===== src/rtl/pwm_coord_capture.sv =====
// Measures the high time of three PWM inputs in microsecond ticks and turns each into a
// saturated 10-bit coordinate, with glitch/over-length rejection and a per-channel stale flag.
module pwm_coord_capture #(
   parameter int TICK_DIV     = 50,
   parameter int MIN_US       = 1000,
   parameter int MIN_VALID_US = 500,
   parameter int MAX_US       = 2500,
   parameter int STALE_US     = 100000
) (
   input  logic       MAX10_CLK1_50,
   input  logic       rst,
   input  logic [2:0] pwm_in,
   output logic [9:0] x_coord,
   output logic [9:0] y_coord,
   output logic [9:0] z_coord,
   output logic [2:0] coord_valid,
   output logic [2:0] pulse_err,
   output logic [2:0] stale
);

   localparam int PRE_W = (TICK_DIV > 1) ? $clog2(TICK_DIV) : 1;
   localparam logic [PRE_W-1:0] PRE_LAST  = PRE_W'(TICK_DIV - 1);
   localparam logic [11:0]      MIN_C     = 12'(MIN_US);
   localparam logic [11:0]      MINVAL_C  = 12'(MIN_VALID_US);
   localparam logic [11:0]      MAX_C     = 12'(MAX_US);
   localparam logic [16:0]      STALE_C   = 17'(STALE_US);

   typedef enum logic [1:0] {IDLE, HIGH, OVER} state_t;

   // Subtract only after proving us > MIN_C so the 12-bit difference never wraps.
   function automatic logic [9:0] to_coord(input logic [11:0] us);
      logic [11:0] d;
      if (us <= MIN_C) return 10'd0;
      d = us - MIN_C;
      if (d >= 12'd1023) return 10'd1023;
      return d[9:0];
   endfunction

   function automatic logic [11:0] sat_inc(input logic [11:0] v, input logic inc);
      if (inc && (v < MAX_C)) return v + 12'd1;
      return v;
   endfunction

   for (genvar c = 0; c < 3; c++) begin : g_ch
      logic             s1, s2, s3;
      logic             rise_d, fall_d;
      logic [PRE_W-1:0] pre;
      logic             tick;
      logic [11:0]      us_cnt;
      logic [11:0]      us_meas;
      logic [16:0]      idle_cnt;
      state_t           state;
      logic [9:0]       coord;
      logic             upd, err, stale_r;

      assign tick = (pre == PRE_LAST);
      // Width including the tick of the current cycle, so H clocks measure floor(H/TICK_DIV).
      assign us_meas = sat_inc(us_cnt, tick);

      always_ff @(posedge MAX10_CLK1_50) begin
         if (rst) begin
            s1       <= 1'b1;
            s2       <= 1'b1;
            s3       <= 1'b1;
            rise_d   <= 1'b0;
            fall_d   <= 1'b0;
            pre      <= '0;
            us_cnt   <= '0;
            idle_cnt <= '0;
            state    <= IDLE;
            coord    <= '0;
            upd      <= 1'b0;
            err      <= 1'b0;
            stale_r  <= 1'b0;
         end else begin
            s1     <= pwm_in[c];
            s2     <= s1;
            s3     <= s2;
            rise_d <= s2 & ~s3;
            fall_d <= ~s2 & s3;
            upd    <= 1'b0;
            err    <= 1'b0;

            if (rise_d || tick) pre <= '0;
            else                pre <= pre + PRE_W'(1);

            if (tick && (idle_cnt < STALE_C)) idle_cnt <= idle_cnt + 17'd1;
            if (idle_cnt == STALE_C) stale_r <= 1'b1;

            case (state)
               IDLE: begin
                  if (rise_d) begin
                     us_cnt <= '0;
                     state  <= HIGH;
                  end
               end
               HIGH: begin
                  us_cnt <= us_meas;
                  if (fall_d) begin
                     state <= IDLE;
                     if ((us_meas >= MINVAL_C) && (us_meas < MAX_C)) begin
                        coord    <= to_coord(us_meas);
                        upd      <= 1'b1;
                        idle_cnt <= '0;
                        stale_r  <= 1'b0;
                     end else begin
                        err <= 1'b1;
                     end
                  end else if (us_cnt == MAX_C) begin
                     state <= OVER;
                  end
               end
               OVER: begin
                  if (fall_d) begin
                     err   <= 1'b1;
                     state <= IDLE;
                  end
               end
               default: state <= IDLE;
            endcase
         end
      end

      assign coord_valid[c] = upd;
      assign pulse_err[c]   = err;
      assign stale[c]       = stale_r;
   end

   assign x_coord = g_ch[0].coord;
   assign y_coord = g_ch[1].coord;
   assign z_coord = g_ch[2].coord;

endmodule


===== config.mk =====
export PLATFORM = sky130hd
export DESIGN_NAME = pwm_coord_capture
export DESIGN_NICKNAME = d
export VERILOG_FILES = /design/src/rtl/pwm_coord_capture.sv
export SDC_FILE = /design/constraint.sdc
export NUM_CORES = 1
export LEC_CHECK = 0
export CAP_MARGIN = 20
export CORE_MARGIN = 2
export CORE_UTILIZATION = 60
export CTS_CLUSTER_SIZE = 10
export DETAILED_ROUTE_END_ITERATION = 10
export PLACE_DENSITY = 0.79
export REMOVE_ABC_BUFFERS = 1
export SYNTH_ARGS = -nofsm -noshare
export SYNTH_HDL_FRONTEND = slang
export SYNTH_SLANG_ARGS = --single-unit

===== constraint.sdc =====
create_clock -name MAX10_CLK1_50 -period 8.8 [get_ports MAX10_CLK1_50]
set_input_delay 1.76 -clock MAX10_CLK1_50 [delete_from_list [all_inputs] [get_ports MAX10_CLK1_50]]
set_output_delay 1.76 -clock MAX10_CLK1_50 [all_outputs]
set_load 0.02 [all_outputs]

==> impl_metrics.py <==
metrics = {
    "grt": {
        "grt-ovfl-total": 0,
        "grt_pass1_wl_um": 37350,
        "antenna_found_initial": 0,
        "grt_max_degree": 66,
        "grt_usage": 0.2518,
        "grt_pass1_vias": 7970,
    },
    "synth": {
        "mappedNetlistArea_um2": 9931,
        "synth_area_leader_cell": "dfxtp_1",
        "ys.warnings.count": 0,
        "syn_avg_cell_area_um2": 8.094,
        "ys_top_cells_by_area": "dfxtp_1 33%, nor2_1 5.4%, xor2_1 4.4%, xnor2_1 4.2%, nand2_1 4.2%",
        "async_flop_share": 0,
        "synth_top_area_share": 0.3326,
        "syn_inst": 1227,
        "yosysUniqueCellTypes": 90,
        "yosysSeqAreaShare": 0.3326,
        "yosys_most_used_dff": "dfxtp_1",
        "synth_edf_count": 0,
        "synth_seq_cells": 165,
    },
    "layout": {
        "mostFrequentLayoutCell": "dfxtp_1",
        "antenna_cells": 0,
        "synthToLayoutAreaGrowth_pct": 9.299,
        "drive_gt1_frac": 0.07067,
        "final_cells": 1437,
        "final_cell_mix": "165 x dfxtp_1, 144 x nor2_1, 110 x nand2_1, 64 x a21oi_1, 50 x xor2_1",
        "layout.nets": 1239,
    },
    "placement": {
        "port_buffers": 43,
        "dp_cells": 1404,
        "gp_congestion": 0.9318,
        "pre_cts_ws_ns": 4.951,
        "dp_hpwl_um": 14970,
    },
    "sta": {
        "timing.final.crit_share": 0.4466,
        "fin_hold_ws_ns": 0.4105,
        "fin_crit_ns": 3.930,
        "fmax_ghz": 0.2545,
        "drv_slew": 0,
        "worst_pin_slew_ns": 1.060,
        "setup_tns_ns": 0,
        "hold_violations": 0,
        "fin_ws_ns": 4.870,
        "final.setup_skew_ns": 0.009476,
        "relSlewSlack": 0.2933,
        "finalSetupViolCount": 0,
        "rsz0062_at_grt": "no",
    },
    "die": {
        "pin_count": 44,
        "fp.dieH_um": 132.7,
        "die_w_um": 132.7,
        "dieArea_um2": 17600,
        "core_area_um2": 16410,
        "initial_core_util": 0.6053,
        "num_rows": 47,
    },
    "drt": {
        "dr.pass1.iters": 9,
        "wl_um": 21760,
        "viasPerCell": 5.927,
        "drt_iter0_drc": 851,
        "wl_per_cell_um": 15.14,
        "drcViolationCount": 0,
        "drtAntennaViolNets": 0,
        "via_count": 8517,
    },
    "critical_path": {
        "crit_fanout": 16,
        "path_class": "reg -> reg",
        "cp.required_ns": 9.12,
        "end_kind": "flip-flop",
        "arrival_ns": 4.25,
        "start_kind": "flip-flop",
        "rr_startpoint": "g_ch[1].us_cnt[2]$_SDFFE_PP0P_",
        "startpoint": "g_ch[1].us_cnt[2]$_SDFFE_PP0P_",
    },
    "pwr": {
        "finalPower_mw": 1.592,
        "power.leakage_nw": 3.752,
        "power_density_nw_per_um2": 146.7,
        "irDropWorstVdd_v": 0.0001490,
    },
    "job": {
        "cap_violations": 0,
    },
    "cts": {
        "clk_latency_ns": 0.43,
        "cts_max_path_buffers": 2,
        "cts_tree": "built",
        "htreeDepth": 4,
        "clk_pin_slew_ns": 0.06,
        "cts_root_buf": "clkbuf_16",
        "post_cts_buffers": 0,
        "ctsHoldBuffers": 0,
        "ctsResizeCount": 0,
        "clock-sinks": 165,
        "numCtsBuffers": 17,
    },
    "worst_hold_path": {
        "hp-class": "reg -> reg",
        "hold_start": "g_ch[0].s1$_SDFF_PP1_",
    },
    "status": {
        "status": "completed",
    },
}
[kinds of logic after synthesis]
group                    Yosys count  synth area share
AND/OR/NAND/NOR                  525            0.2767
AO/OA/AOI/OAI                    258            0.1858
flip-flops                       165            0.3326
buffers and inverters            132           0.05934
XOR/XNOR                         101           0.09134
adder cells (fa/ha/maj)           31           0.03881
multiplexers                      15           0.01537
[worst max-delay path, stage by stage, from the launching register on]
cell and delay, ns:
dfxtp_1 0.46, or2_1 0.32, a211o_4 0.39, a21oi_1 0.58, nand2_1 0.22, nor2_1 0.28, xnor2_1 0.16, ha_1 0.32
nor2_1 0.09, maj3_1 0.38, a22oi_1 0.22, xor2_1 0.16, nand2_1 0.06, a22o_1 0.20
[power by group]
| group | internal (mW) | total (mW) | switching [mW] | leakage, nW |
|---|---|---|---|---|
| clock network | 0.485 | 0.794 | 0.309 | 0.302 |
| registers | 0.753 | 0.759 | 0.00574 | 1.33 |
| logic | 0.0126 | 0.0392 | 0.0266 | 2.12 |
| total | 1.25 | 1.59 | 0.342 | 3.75 |
[registers in the layout, indices dropped and copies added, names as in the netlist, 6 cells and up]
name           cells
y_coord           10
z_coord           10
g_ch.state         6
g_ch.idle_cnt     51
g_ch.pre          18
g_ch.us_cnt       36
x_coord           10
[cells in the mapped netlist (4+ instances only)]
library cell	count
nand3b_1	5
xor2_1	50
inv_1	43
mux2i_1	13
o21ai_0	30
a211oi_1	11
nor4b_1	7
dfxtp_1	165
nor3b_1	10
nand4_1	25
or2_2	13
buf_2	15
a22o_1	28
nand3_1	48
a41oi_1	4
and3_1	23
buf_4	11
nor4_1	16
a21o_1	13
o31a_1	6
xnor2_1	48
nor2_1	144
nand2_1	110
o211a_1	4
o22ai_1	5
nor2b_1	17
or3_1	10
a211o_1	4
a31oi_1	20
a21oi_1	64
a2111oi_0	4
o211ai_1	6
ha_1	30
nor2_4	10
and2_1	9
o21ai_1	7
nor3_1	37
o21a_1	6
nand2b_1	15
o21bai_1	8
and4_1	4
clkbuf_1	56
[per-layer routing]
layer	routed length (um)	vias to the layer above	share of wire	track usage
met5	0	-	0	0
met4	262	0	0.012	0.07945
met3	925	31	0.043	0.04751
met2	10580	220	0.49	0.4358
met1	9982	3985	0.46	0.3173
li1	-	4281	-	-
[layout make-up]
type / count / area, um2
multi-input combinational: 930 / 6038
clock inverter: 11 / 172.7
inverter: 43 / 161.4
timing repair buffer: 47 / 452.9
clock buffer: 21 / 450.4
tap: 220 / 275.3
sequential: 165 / 3303
fill: 1421 / 5553
[metrics by stage]
step / util / area, um2
floorplan: - / 9503
global placement: 0.6233 / 10230
detailed placement: 0.6233 / 10230
CTS: 0.6613 / 10850
global route: 0.6616 / 10850
finish: 0.6616 / 10850
[final timing paths]
| kind | cells past startpoint | slack (ns) | to |
|---|---|---|---|
| max | 13 | 4.87 | y_coord[7]$_SDFFE_PP0P_ |
| min | 1 | 0.41 | g_ch[0].s2$_SDFF_PP1_ |
| min reg2reg | 1 | 0.41 | g_ch[0].s2$_SDFF_PP1_ |
| max reg2reg | 13 | 4.87 | y_coord[7]$_SDFFE_PP0P_ |
(Power assumes the default switching activity.)
